$ cat src/rtl/kbd_pkg.sv
// Shared set-2 scan-code constants, key encoding and parser state encoding
// for the multi-key tracker and its key table.
package kbd_pkg;

  localparam int KEY_W = 9;

  localparam logic [7:0] SC_EXT   = 8'hE0;
  localparam logic [7:0] SC_BRK   = 8'hF0;
  localparam logic [7:0] SC_PAUSE = 8'hE1;
  localparam logic [7:0] SC_BAT   = 8'hAA;
  localparam logic [7:0] SC_ERR   = 8'hFC;
  localparam logic [7:0] SC_OVR0  = 8'h00;
  localparam logic [7:0] SC_OVR1  = 8'hFF;

  // Bytes that follow E1 in a Pause sequence.
  localparam logic [2:0] SKIP_LEN = 3'd7;

  typedef enum logic [2:0] {
    ST_IDLE,
    ST_EXT,
    ST_BRK,
    ST_EXT_BRK,
    ST_SKIP
  } parse_st_e;

  // Self-test / overrun bytes that carry no key information.
  function automatic logic is_status_byte(input logic [7:0] b);
    return (b == SC_BAT) || (b == SC_ERR) || (b == SC_OVR0) || (b == SC_OVR1);
  endfunction

endpackage

$ cat src/rtl/kbd_key_table.sv
// Held-key slot table: match, lowest-free-slot insert, clear on break.
// Lookup is combinational; insert/clear take effect on the next rising edge.
module kbd_key_table
  import kbd_pkg::*;
#(
  parameter int MAX_KEYS = 4
) (
  input  logic                      clk,
  input  logic                      clr,
  input  logic [KEY_W-1:0]          look_code,
  input  logic                      ins_en,
  input  logic                      del_en,
  output logic                      hit,
  output logic                      full,
  output logic [MAX_KEYS-1:0]       valid,
  output logic [KEY_W*MAX_KEYS-1:0] codes
);

  logic [MAX_KEYS-1:0] valid_q, valid_d;
  logic [KEY_W-1:0]    code_q [MAX_KEYS];
  logic [KEY_W-1:0]    code_d [MAX_KEYS];
  logic [MAX_KEYS-1:0] hit_vec;
  logic [MAX_KEYS-1:0] free_vec;
  logic                free_found;

  always_comb begin
    hit_vec    = '0;
    free_vec   = '0;
    free_found = 1'b0;
    for (int i = 0; i < MAX_KEYS; i++) begin
      hit_vec[i] = valid_q[i] && (code_q[i] == look_code);
      if (!valid_q[i] && !free_found) begin
        free_vec[i] = 1'b1;
        free_found  = 1'b1;
      end
    end
  end

  assign hit  = |hit_vec;
  assign full = &valid_q;

  // Slots never shift: insert fills one free slot, clear empties one matched slot.
  always_comb begin
    valid_d = valid_q;
    for (int i = 0; i < MAX_KEYS; i++) begin
      code_d[i] = code_q[i];
      if (ins_en && free_vec[i]) begin
        valid_d[i] = 1'b1;
        code_d[i]  = look_code;
      end
      if (del_en && hit_vec[i]) begin
        valid_d[i] = 1'b0;
        code_d[i]  = '0;
      end
    end
  end

  always_ff @(posedge clk) begin
    if (clr) begin
      valid_q <= '0;
      for (int i = 0; i < MAX_KEYS; i++) code_q[i] <= '0;
    end else begin
      valid_q <= valid_d;
      for (int i = 0; i < MAX_KEYS; i++) code_q[i] <= code_d[i];
    end
  end

  assign valid = valid_q;

  for (genvar g = 0; g < MAX_KEYS; g++) begin : g_flat
    assign codes[KEY_W*g +: KEY_W] = code_q[g];
  end

endmodule

$ cat src/rtl/kbd_multi_tracker.sv
// Set-2 scan-code parser feeding a multi-key table with holdoff and repeat filtering.
// One byte consumed per two cycles at most; events valid the cycle after the consume.
module kbd_multi_tracker
  import kbd_pkg::*;
#(
  parameter int MAX_KEYS  = 4,
  parameter int HOLDOFF   = 5000000,
  parameter int REPEAT_EN = 0
) (
  input  logic                      clk,
  input  logic                      clr,
  input  logic [7:0]                data,
  input  logic                      ready,
  output logic                      nextdata_n,
  output logic [MAX_KEYS-1:0]       key_valid,
  output logic [KEY_W*MAX_KEYS-1:0] key_codes,
  output logic [KEY_W-1:0]          key_last,
  output logic                      ev_valid,
  output logic [KEY_W-1:0]          ev_code,
  output logic                      ev_make,
  output logic                      ev_rep,
  output logic                      full_err
);

  localparam int HO_W = (HOLDOFF > 1) ? $clog2(HOLDOFF + 1) : 1;
  localparam logic [HO_W-1:0] HO_LOAD = HO_W'(HOLDOFF);

  parse_st_e        state_q, state_d;
  logic [2:0]       skip_q, skip_d;
  logic             nextdata_n_q, nextdata_n_d;
  logic [KEY_W-1:0] key_last_q, key_last_d;
  logic             ev_valid_q, ev_valid_d;
  logic [KEY_W-1:0] ev_code_q, ev_code_d;
  logic             ev_make_q, ev_make_d;
  logic             ev_rep_q, ev_rep_d;
  logic             full_err_q, full_err_d;
  logic [KEY_W-1:0] ho_code_q, ho_code_d;
  logic [HO_W-1:0]  ho_cnt_q, ho_cnt_d;

  logic             consume;
  logic             make_req, brk_req;
  logic [KEY_W-1:0] req_code;
  logic             tbl_hit, tbl_full, ins_en, del_en, ho_block;

  assign consume      = ready && nextdata_n_q;
  assign nextdata_n_d = !consume;

  always_comb begin
    state_d  = state_q;
    skip_d   = skip_q;
    make_req = 1'b0;
    brk_req  = 1'b0;
    req_code = '0;
    if (consume) begin
      case (state_q)
        ST_IDLE: begin
          if (data == SC_EXT) begin
            state_d = ST_EXT;
          end else if (data == SC_BRK) begin
            state_d = ST_BRK;
          end else if (data == SC_PAUSE) begin
            state_d = ST_SKIP;
            skip_d  = SKIP_LEN;
          end else if (!is_status_byte(data)) begin
            make_req = 1'b1;
            req_code = {1'b0, data};
          end
        end
        ST_EXT: begin
          if (data == SC_BRK) begin
            state_d = ST_EXT_BRK;
          end else begin
            make_req = 1'b1;
            req_code = {1'b1, data};
            state_d  = ST_IDLE;
          end
        end
        ST_BRK: begin
          brk_req  = 1'b1;
          req_code = {1'b0, data};
          state_d  = ST_IDLE;
        end
        ST_EXT_BRK: begin
          brk_req  = 1'b1;
          req_code = {1'b1, data};
          state_d  = ST_IDLE;
        end
        ST_SKIP: begin
          skip_d = skip_q - 3'd1;
          if (skip_q == 3'd1) state_d = ST_IDLE;
        end
        default: state_d = ST_IDLE;
      endcase
    end
  end

  // Pre-edge counter value decides, so a make landing on the expiry cycle is still blocked.
  assign ho_block = (ho_code_q == req_code) && (ho_cnt_q != '0);

  always_comb begin
    ins_en     = 1'b0;
    del_en     = 1'b0;
    key_last_d = key_last_q;
    ev_valid_d = 1'b0;
    ev_code_d  = ev_code_q;
    ev_make_d  = ev_make_q;
    ev_rep_d   = ev_rep_q;
    full_err_d = full_err_q;
    ho_code_d  = ho_code_q;
    ho_cnt_d   = (ho_cnt_q != '0) ? ho_cnt_q - 1'b1 : ho_cnt_q;
    if (make_req) begin
      if (tbl_hit) begin
        if (REPEAT_EN != 0) begin
          ev_valid_d = 1'b1;
          ev_code_d  = req_code;
          ev_make_d  = 1'b1;
          ev_rep_d   = 1'b1;
        end
      end else if (ho_block) begin
        ev_valid_d = 1'b0;
      end else if (tbl_full) begin
        full_err_d = 1'b1;
      end else begin
        ins_en     = 1'b1;
        key_last_d = req_code;
        ev_valid_d = 1'b1;
        ev_code_d  = req_code;
        ev_make_d  = 1'b1;
        ev_rep_d   = 1'b0;
      end
    end else if (brk_req && tbl_hit) begin
      del_en     = 1'b1;
      ev_valid_d = 1'b1;
      ev_code_d  = req_code;
      ev_make_d  = 1'b0;
      ev_rep_d   = 1'b0;
      ho_code_d  = req_code;
      ho_cnt_d   = HO_LOAD;
      if (key_last_q == req_code) key_last_d = '0;
    end
  end

  always_ff @(posedge clk) begin
    if (clr) begin
      state_q      <= ST_IDLE;
      skip_q       <= '0;
      nextdata_n_q <= 1'b1;
      key_last_q   <= '0;
      ev_valid_q   <= 1'b0;
      ev_code_q    <= '0;
      ev_make_q    <= 1'b0;
      ev_rep_q     <= 1'b0;
      full_err_q   <= 1'b0;
      ho_code_q    <= '0;
      ho_cnt_q     <= '0;
    end else begin
      state_q      <= state_d;
      skip_q       <= skip_d;
      nextdata_n_q <= nextdata_n_d;
      key_last_q   <= key_last_d;
      ev_valid_q   <= ev_valid_d;
      ev_code_q    <= ev_code_d;
      ev_make_q    <= ev_make_d;
      ev_rep_q     <= ev_rep_d;
      full_err_q   <= full_err_d;
      ho_code_q    <= ho_code_d;
      ho_cnt_q     <= ho_cnt_d;
    end
  end

  kbd_key_table #(.MAX_KEYS(MAX_KEYS)) u_table (
    .clk       (clk),
    .clr       (clr),
    .look_code (req_code),
    .ins_en    (ins_en),
    .del_en    (del_en),
    .hit       (tbl_hit),
    .full      (tbl_full),
    .valid     (key_valid),
    .codes     (key_codes)
  );

  assign nextdata_n = nextdata_n_q;
  assign key_last   = key_last_q;
  assign ev_valid   = ev_valid_q;
  assign ev_code    = ev_code_q;
  assign ev_make    = ev_make_q;
  assign ev_rep     = ev_rep_q;
  assign full_err   = full_err_q;

endmodule

$ cat config.mk
export PLATFORM = sky130hd
export DESIGN_NAME = kbd_multi_tracker
export DESIGN_NICKNAME = d
export VERILOG_FILES = /design/src/rtl/kbd_pkg.sv /design/src/rtl/kbd_key_table.sv /design/src/rtl/kbd_multi_tracker.sv
export SDC_FILE = /design/constraint.sdc
export NUM_CORES = 1
export LEC_CHECK = 0
export CELL_PAD_IN_SITES_DETAIL_PLACEMENT = 0
export CELL_PAD_IN_SITES_GLOBAL_PLACEMENT = 1
export CORE_MARGIN = 3
export CORE_UTILIZATION = 42
export CTS_CLUSTER_DIAMETER = 150
export DETAILED_ROUTE_END_ITERATION = 6
export GPL_ROUTABILITY_DRIVEN = 0
export PLACE_DENSITY = 0.91
export SLEW_MARGIN = 20
export SYNTH_ARGS = -nofsm -noshare
export SYNTH_HDL_FRONTEND = slang
export SYNTH_SLANG_ARGS = --single-unit
$ cat constraint.sdc
create_clock -name clk -period 4.2 [get_ports clk]
set_input_delay 0.84 -clock clk [delete_from_list [all_inputs] [get_ports clk]]
set_output_delay 0.84 -clock clk [all_outputs]
set_load 0.005 [all_outputs]
Word-level counts from Yosys, hierarchy flattened
Memories as Yosys holds them, arrays and structs flattened.
Cells that the tools add are included.
{"block": "op_classes", "addsub": 2, "eq_ne": 25, "mux": 74, "n_bitwise": 7, "n_reduce_logical": 46}
{"op": "2-to-1 mux 9 bit", "n": 22}
{"op": "2-to-1 mux 23 bit", "n": 3}
{"op": "== test 9 bit", "n": 6}
{"op": "== test 8 bit (second input constant)", "n": 6}
{"op": "case mux 9 bit (4 select lines)", "n": 1}
{"op": "2-to-1 mux 1 bit", "n": 33}
{"op": "2-to-1 mux 8 bit", "n": 4}
{"op": "nonzero test 23 bit", "n": 1}
{"op": "subtractor 23 x 1 -> 23 bit (second input constant)", "n": 1}
{"op": "2-to-1 mux 3 bit", "n": 7}
{"op": "logical AND 1 bit", "n": 18}
{"op": "!= test 2 bit (second input constant)", "n": 7}
{"op": "AND reduction 5 bit", "n": 2}
{"op": "OR reduction 2 bit", "n": 5}
{"op": "case mux 3 bit (3 select lines)", "n": 1}
{"op": "logical NOT 8 bit", "n": 1}
{"op": "AND reduction 4 bit", "n": 2}
{"op": "AND reduction 7 bit", "n": 1}
{"op": "== test 3 x 1 -> 1 bit (second input constant)", "n": 2}
{"op": "== test 3 x 2 -> 1 bit (second input constant)", "n": 2}
{"op": "logical NOT 1 bit", "n": 6}
{"op": "case mux 3 bit (2 select lines)", "n": 1}
{"op": "nonzero test 2 bit", "n": 3}
{"op": "!= test 4 bit (second input constant)", "n": 1}
{"op": "11 further kinds", "n": 18}
{"block": "word_totals", "regBits": 65, "ram_bits": 36, "elab_cells": 170, "n_memories": 1}
{"name": "u_table.code_q", "depth": 4, "width": 9, "rd": 4, "rd_clocked_by_memory_dff": 0, "wr": 4, "line_no": "kbd_key_table.sv:20", "rtl": "logic [KEY_W-1:0] code_q [MAX_KEYS];"}

Depth between registers and ports, before layout
Gate-level depths: netlist of run 1.
{"block": "logic_depth", "word_depth": 19, "depth_mapped": 14}

Modules after synthesis
From an unflattened synthesis of run 1, not the netlist that was laid out.
{"block": "hier_totals", "hier_cells": 640, "hier_area_um2": 5624.1}
{"module": "kbd_multi_tracker", "n_inst": 1, "cells_each": 440, "area_per_inst_um2": 3533.4, "seq_area_each_um2": 1201.2}
{"module": "kbd_key_table", "n_inst": 1, "cells_each": 200, "area_per_inst_um2": 2090.8, "seq_area_each_um2": 800.8}

Least setup slack after synthesis of run 1
Ideal clock, no wire load.
{"block": "synth_timing", "path_kind": "input -> register", "start": "in data[2]", "end": "reg key_last_q[6] (netlist: key_last[6])", "t_arrival_ns": 3.637, "required_time_ns": 4.099, "setup_slack_ns": 0.461, "stages": 13, "n_path_buf": 3, "path_cell_list": "buf_6 > or4_4 > a21oi_4 > o21ai_1 > buf_2 > a2bb2o_4 > o2111ai_2 > nor4_4 > or4_4 > and3_1 > buf_6 > or4_1 > o41ai_1"}
{"block": "synth_between", "elab_chain_len": 16, "word_cells_on_any_way": 47, "cone_classes": "eq/ne: 15; mux: 18; reduce/logical: 14"}
{"element": "start, declared", "line_no": "kbd_multi_tracker.sv:12", "rtl": "input logic [7:0] data,"}
{"element": "== test 8 bit", "line_no": "kbd_pkg.sv:28", "rtl": "return (b == SC_BAT) || (b == SC_ERR) || (b == SC_OVR0) || (b == SC_OVR1);"}
{"element": "logical OR 1 bit (3 in a row)", "line_no": "kbd_pkg.sv:28"}
{"element": "2-to-1 mux 8 bit", "line_no": "kbd_multi_tracker.sv:64", "rtl": "end else if (!is_status_byte(data)) begin"}
{"element": "2-to-1 mux 8 bit", "line_no": "kbd_multi_tracker.sv:61", "rtl": "end else if (data == SC_PAUSE) begin"}
{"element": "2-to-1 mux 8 bit", "line_no": "kbd_multi_tracker.sv:59", "rtl": "end else if (data == SC_BRK) begin"}
{"element": "2-to-1 mux 8 bit", "line_no": "kbd_multi_tracker.sv:57", "rtl": "if (data == SC_EXT) begin"}
{"element": "case mux 9 bit (4 select lines)", "line_no": "kbd_multi_tracker.sv:55", "rtl": "case (state_q)"}
{"element": "2-to-1 mux 9 bit", "line_no": "kbd_multi_tracker.sv:54", "rtl": "if (consume) begin"}
{"element": "== test 9 bit", "line_no": "kbd_key_table.sv:31", "rtl": "hit_vec[i] = valid_q[i] && (code_q[i] == look_code);"}
{"element": "logical AND 1 bit", "line_no": "kbd_key_table.sv:31"}
{"element": "OR reduction 4 bit", "line_no": "kbd_key_table.sv:39", "rtl": "assign hit = |hit_vec;"}
{"element": "logical AND 1 bit", "line_no": "kbd_multi_tracker.sv:131", "rtl": "end else if (brk_req && tbl_hit) begin"}
{"element": "nonzero test 2 bit (no source line)"}
{"element": "AND reduction 5 bit (no source line)"}
{"element": "end signal, assigned", "line_no": "kbd_multi_tracker.sv:160", "rtl": "key_last_q <= key_last_d;"}
{"element": "end, declared", "line_no": "kbd_multi_tracker.sv:31", "rtl": "logic [KEY_W-1:0] key_last_q, key_last_d;"}
Parallel ways exist; a longest one is shown, timed or not. The select of a mux whose other input is x is not followed.
A chain may end at the register's enable or synchronous reset.

==> run_results.csv, run 1 <==
group,metric,value,unit
outcome,status,"finished with violations",
outcome,violations,"design-rule violations",
flow_run,drv_cap,0,
critical_path,required,4440,ps
pwr,p_leak,3.016,nW
critical_path,start_kind,"input pin",
cts,h-tree-depth,3,
cts,insertion_delay,360,ps
cells_and_area,area_growth,30.78,%
sta,hold_violations,0,
global_routing,antenna_found_initial,0,
worst_hold_path,hold_path.startpoint,"skip_q[2]",
synthesis,syn_avg_cell_area,8.211,µm²
pwr,vdd_drop_max,283.1,µV
floorplanning,ios,74,
pwr,total_power,0.002735,W
drt,drt-initial-drc-count,726,
synthesis,synth_cell_types,78,
cts,hold_buffers,0,
global_routing,grt_max_degree,59,
critical_path,crit_arrival,4370,ps
global_routing,grt_pass1_wl,31420,µm
drt,ant_nets,0,
critical_path,path_buf_inv,3,
sta,clock-skew-final,14.26,ps
synthesis,yosys-top-cells-area,"dfxtp_1 35%, mux2i_1 8.3%, nor2_1 6.9%",
floorplanning,initial_core_util,44.02,%
critical_path,r2r_slack,530,ps
sta,drv_slew,0,
synthesis,postSynthCellCount,693,
critical_path,path_class,"in -> reg",
sta,slew_headroom,30.08,%
synthesis,synth_top_cell_by_area,"dfxtp_1",
drt,vias_per_cell,6.153,
floorplanning,die_area,14980,µm²
sta,holdWs,484.8,ps
synthesis,synth_warnings,0,
cells_and_area,n_antenna_cell,0,
critical_path,critical_path.top_delay_family,"simple AND/OR/NAND/NOR gates",
placement,hpwl,14570,µm
drt,maxUsedRoutingLayer,"met4",
synthesis,synth_ff_type,"dfxtp_1",
sta,fmax,242.2,MHz
global_routing,overflow,0,
floorplanning,fp.coreArea,12930,µm²
synthesis,syn-num-nets,708,
worst_hold_path,min_path_type,"reg -> reg",
critical_path,crit_path_max_incr_delay,600,ps
cts,cts-root-buf,"clkbuf_16",
drt,met3_length,2140,µm
sta,setup_viol,0,
drt,wl_met1,8177,µm
synthesis,ys_ff_latch,100,
synthesis,synth_async_sr_flop_share,0,%
global_routing,grt_pass1_vias,5968,
sta,finalCritPeriodShare,98.31,%
synthesis,yosys.area.top_type_share,35.18,%
synthesis,synth_seq_area_share,35.18,%
cts,cts.sinks,100,
global_routing,grt_usage,26.86,%
synthesis,synthesis.area,5690,µm²
synthesis,yosysMostFrequentCell,"nor2_1",
drt,finalWirelength,20050,µm
cells_and_area,final_core_util,57.57,%
critical_path,critPathCaptureType,"register",
floorplanning,die_y,122.4,µm
critical_path,r2r_cells,13,
cts,path_clk_slew,80,ps
drt,drc,1,
drt,vias,6165,
cells_and_area,final_layout_size_suffix_gt1_share,16.99,%
critical_path,worstSetupStartpoint,"data[7]",
cells_and_area,fin_nets,840,
floorplanning,num_rows,41,
drt,wl_per_cell,20.01,µm
worst_hold_path,whs_endpoint,"skip_q[2]",
cts,clock_path_buffers,2,
critical_path,timing.rr.start,"state_q[1]",
sta,finalSetupTns,0,ps
cts,numCtsBuffers,9,
critical_path,cp_max_fo,9,
floorplanning,die-width,122.4,µm
critical_path,r2r_end,"u_table.code_q[0][3]",
drt,first_pass_iters,7,
cts,cts_tree,"built",
critical_path,cp_cell_sequence,"clkdlybuf4s50_1, or4_1, a21oi_2, buf_4, or4_1, a21oi_4, a22oi_1, nor4_4, or4_4, nor3b_1, buf_4, mux2i_1, nor2_1",
synthesis,synthTopCellsByCount,"104 x nor2_1, 100 x dfxtp_1, 60 x nand2_1, 47 x mux2i_1, 40 x a21oi_1",
critical_path,crit_slowest_cell,"or4_1",
sta,period_minus_slack,4129,ps
synthesis,synth_edf_count,0,
drt,dr_wl_met2,8863,µm
sta,worst_pin_slew,1049,ps
pwr,p_per_area,367.5,nW/µm²
placement,portBuffers,72,
worst_hold_path,min_path_cells,1,
-- kinds of logic (layout without fill, tap and decap cells) --
kind of cell	count (synthesis)	count (layout)	synth area share, %
other cells	1	1	0.06590
flops	100	100	35.18
mux	50	50	8.861
buf+inv	61	198	5.101
simple gates	301	301	26.94
fa+ha+maj	4	4	0.8795
compound gates	153	153	19.44
xor+xnor	23	23	3.540
-- placed cells by master, fill, tap and decap left out, types with 5 or more instances in the layout --
master,n
nor3b_1,6
nor3_1,22
or3_1,5
o41ai_1,8
o22ai_1,12
nor4_1,11
a221oi_1,5
nor2b_1,5
buf_4,86
and2_1,7
nand4_1,11
nand3_1,13
a21oi_1,40
a31oi_1,6
o21ai_0,16
inv_1,21
and3_1,5
or4_1,9
o211ai_1,6
clkdlybuf4s50_1,69
clkbuf_16,9
nand2_1,59
nand4b_1,6
a21o_1,8
mux2i_1,46
or2_2,6
xnor2_1,19
nor2_1,104
o2111ai_1,5
dfxtp_1,100
nand2b_1,13
-- per-layer routing --
metal  GRT usage (%)  vias up
met4           11.62        0
met3           5.714       85
met2           42.39      395
met5               0        -
li1                -     2789
met1           35.45     2896
-- report_power, final --
| group | switching (W) | total (W) | internal (W) | leakage [nW] |
|---|---|---|---|---|
| registers | 0.0000691 | 0.00109 | 0.00103 | 0.811 |
| clock network | 0.000395 | 0.000868 | 0.000472 | 0.154 |
| logic | 0.000432 | 0.000773 | 0.000341 | 2.05 |
| total | 0.000896 | 0.00274 | 0.00184 | 3.02 |
-- state kept, by name (all words and copies together), names as in the netlist, 3 cells and up --
name / flops
key_last: 9
skip_q: 3
u_table.code_q: 36
ev_code: 9
ho_code_q: 9
state_q: 3
u_table.valid: 4
ho_cnt_q: 23
-- repair_timing --
action | in CTS | in global routing
gates resized for setup | 1 | 8
buffers inserted | 0 | 1
endpoints found under the setup margin | 1 | 75
pin swaps | 0 | 2
-- worst reg2reg max path, cell delays in order, from the launching register on --
cell and delay (ps):
dfxtp_1 480, nor3_1 370, o21ai_2 120, buf_4 160, or4_1 560, a21oi_4 270
buf_4 150, o2bb2ai_1 160, nor4_4 90, or4_4 460, nor3b_1 200, buf_4 230
mux2i_1 230, nor2_1 60
-- worst max path at each step --
stage | cells after the start | slack [ps] | to
final | 13 | 70 | u_table.code_q[0][3]
after floorplan | 13 | 460 | key_last[6]
after detailed placement | 13 | -350 | ev_code[2]
after CTS | 12 | 70 | key_last[6]
after global placement | 13 | -150 | ev_code[0]
after global routing | 13 | -50 | u_table.code_q[0][7]
-- area by class of cell --
cell class,count,area (µm²)
well taps,172,215.2
multi-input cells,532,3442
clock buffers,9,225.2
repair buffers,159,1386
flip-flops and latches,100,2002
inverters,23,86.33
fillers,1189,5485
clock inverters,7,85.08
-- stage by stage --
step                cells  instance area (µm²)  worst slack (ps)
floorplan             693                 5690             461.4
global placement      985                 7076            -151.3
detailed placement    985                 7076            -351.1
CTS                  1001                 7395             66.49
global route         1002                 7442            -50.75
finish               1002                 7442             71.17
Note: power is estimated with default switching activity, not from simulation.
==> inputs of run 2 (changes only) <==
--- a/config.mk
+++ b/config.mk
@@ -8,11 +8,11 @@
 export CELL_PAD_IN_SITES_DETAIL_PLACEMENT = 0
 export CELL_PAD_IN_SITES_GLOBAL_PLACEMENT = 1
 export CORE_MARGIN = 3
-export CORE_UTILIZATION = 42
+export CORE_UTILIZATION = 39
 export CTS_CLUSTER_DIAMETER = 150
 export DETAILED_ROUTE_END_ITERATION = 6
 export GPL_ROUTABILITY_DRIVEN = 0
-export PLACE_DENSITY = 0.91
+export PLACE_DENSITY = 0.86
 export SLEW_MARGIN = 20
 export SYNTH_ARGS = -nofsm -noshare
 export SYNTH_HDL_FRONTEND = slang
==> run_results.csv, run 2 (synthesis gave the netlist of run 1 again) <==
group,metric,value,unit
placement,portBuffers,72,
sta,finalCritPeriodShare,95.85,%
cts,cts-root-buf,"clkbuf_16",
worst_hold_path,min_path_cells,2,
cells_and_area,fin_nets,843,
sta,drv_slew,0,
sta,hold_violations,0,
worst_hold_path,min_path_type,"reg -> reg",
cells_and_area,regMostFlops,"u_table.code_q",
floorplanning,ios,74,
cells_and_area,n_antenna_cell,0,
critical_path,start_kind,"input pin",
cells_and_area,final_core_util,53.36,%
critical_path,required,4430,ps
critical_path,critical_path.top_delay_family,"simple AND/OR/NAND/NOR gates",
critical_path,cp_max_fo,6,
placement,dpl.cell_count,996,
drt,finalWirelength,19880,µm
global_routing,grt_pass1_wl,31430,µm
critical_path,cp_cell_sequence,"clkdlybuf4s50_1, or4_1, buf_4, a21oi_2, nand2_1, and2_1, a2bb2oi_1, and4_4, or4_4, nor3b_2, buf_2, mux2i_1, nor2_1",
sta,rsz0062_at_grt,"no",
worst_hold_path,hold_path.startpoint,"ho_cnt_q[8]",
cells_and_area,fillers,1325,
cts,cts_tree,"built",
drt,first_pass_iters,7,
cells_and_area,final_area,7521,µm²
outcome,status,"finished with violations",
sta,slew_headroom,30.71,%
critical_path,crit_slowest_cell,"or4_1",
outcome,violations,"design-rule violations",
pwr,p_per_area,368.8,nW/µm²
global_routing,antenna_found_initial,0,
cts,insertion_delay,350,ps
critical_path,r2r_end,"u_table.code_q[0][5]",
critical_path,timing.rr.start,"state_q[1]",
critical_path,r2r_slack,590,ps
critical_path,crit_arrival,4260,ps
drt,vias,6072,
sta,period_minus_slack,4026,ps
pwr,p_leak,3.054,nW
floorplanning,num_rows,43,
sta,holdWs,481.3,ps
sta,worst_slack,174.4,ps
critical_path,path_class,"in -> reg",
cells_and_area,layout_common_cells,"104 x nor2_1, 100 x dfxtp_1, 89 x buf_4, 67 x clkdlybuf4s50_1, 59 x nand2_1",
floorplanning,fp.coreArea,14100,µm²
drt,drc,1,
cts,path_clk_slew,70,ps
critical_path,path_buf_inv,3,
pwr,vdd_drop_max,257.5,µV
floorplanning,die_y,126.8,µm
flow_run,drv_cap,0,
cts,hold_buffers,0,
sta,clock-skew-final,9.714,ps
critical_path,r2r_cells,12,
cts,post_cts_resized,0,
placement,pre_cts_slack,-313.5,ps
critical_path,critPathCaptureType,"register",
cells_and_area,final_layout_size_suffix_gt1_share,17.91,%
sta,fmax,248.4,MHz
global_routing,grt_max_degree,59,
sta,setup_viol,0,
sta,worst_pin_slew,1039,ps
cells_and_area,final_cells,1012,
global_routing,grt_pass1_vias,5814,
floorplanning,die-width,126.8,µm
global_routing,grt_usage,24.36,%
drt,ant_nets,0,
cells_and_area,reg_top3,"u_table.code_q: 36 flops, ho_cnt_q: 23 flops",
cts,h-tree-depth,3,
floorplanning,initial_core_util,40.37,%
cts,clock_path_buffers,2,
placement,placed_cell_area,7096,µm²
cts,numCtsBuffers,9,
worst_hold_path,whs_endpoint,"ho_cnt_q[8]",
cells_and_area,area_growth,32.17,%
cells_and_area,layout_commonest_cell,"nor2_1",
drt,drt-initial-drc-count,576,
critical_path,crit_path_max_incr_delay,610,ps
cts,cts.sinks,100,
placement,hpwl,14430,µm
drt,vias_per_cell,6.000,
cts,postCtsSetupBuffers,0,
floorplanning,die_area,16080,µm²
cells_and_area,largest_register_ff_count,36,
global_routing,overflow,0,
drt,wl_per_cell,19.64,µm
[run 2: cell count changes in the layout (fill, tap and decap cells not counted), moves of 2 or more]
cell and delta:
clkinv_2 -2, dlymetal6s2s_1 +2, clkdlybuf4s50_1 -2, buf_4 +3
[run 2: area by class of cell]
| cell class | instances | area, µm² | area share (%) |
|---|---|---|---|
| Inverter | 23 | 86.33 | 1.148 |
| Tap cell | 180 | 225.2 | 2.995 |
| Clock buffer | 9 | 225.2 | 2.995 |
| Timing Repair Buffer | 162 | 1399 | 18.60 |
| Clock inverter | 6 | 100.1 | 1.331 |
| Multi-Input combinational cell | 532 | 3483 | 46.32 |
| Sequential cell | 100 | 2002 | 26.62 |
[run 2: worst reg2reg max path, cell delays in order (launching register included)]
cell	delay [ps]
dfxtp_1	360
buf_4	200
nor3_1	340
o21ai_2	140
or4_4	510
a21oi_4	330
o2bb2ai_1	240
nor4_4	110
or4_4	570
nor3b_2	230
buf_2	210
mux2i_1	220
nor2_1	50
[run 2: routing by layer]
metal  track usage [%]  share of wire (%)
met1             32.94                 43
met2             37.48                 44
met3             5.895                9.7
met4             9.527                3.7
met5                 0                  0
[run 2: stage by stage]
stage | setup TNS [ps] | total power [W]
after global routing | 0 | 0.002916
after floorplan | 0 | 0.001624
after global placement | -19450 | 0.001830
after CTS | 0 | 0.002778
after detailed placement | -17500 | 0.001854
final | 0 | 0.002774
[run 2: where the power goes]
part | internal (W) | switching (W) | leakage (nW) | total, W
registers | 0.00103 | 0.0000665 | 0.811 | 0.00109
clock network | 0.000532 | 0.000390 | 0.160 | 0.000921
logic | 0.000343 | 0.000417 | 2.08 | 0.000761
total | 0.00190 | 0.000874 | 3.05 | 0.00277
[run 2: worst max-delay path by stage]
stage / start / endpoint / cells past startpoint
final: data[7] / u_table.code_q[0][5] / 13
after global routing: data[1] / ho_code_q[8] / 15
after CTS: data[2] / ev_code[7] / 13
after detailed placement: data[2] / ev_code[8] / 13
after global placement: data[2] / ev_code[0] / 13
after floorplan: data[2] / key_last[6] / 13
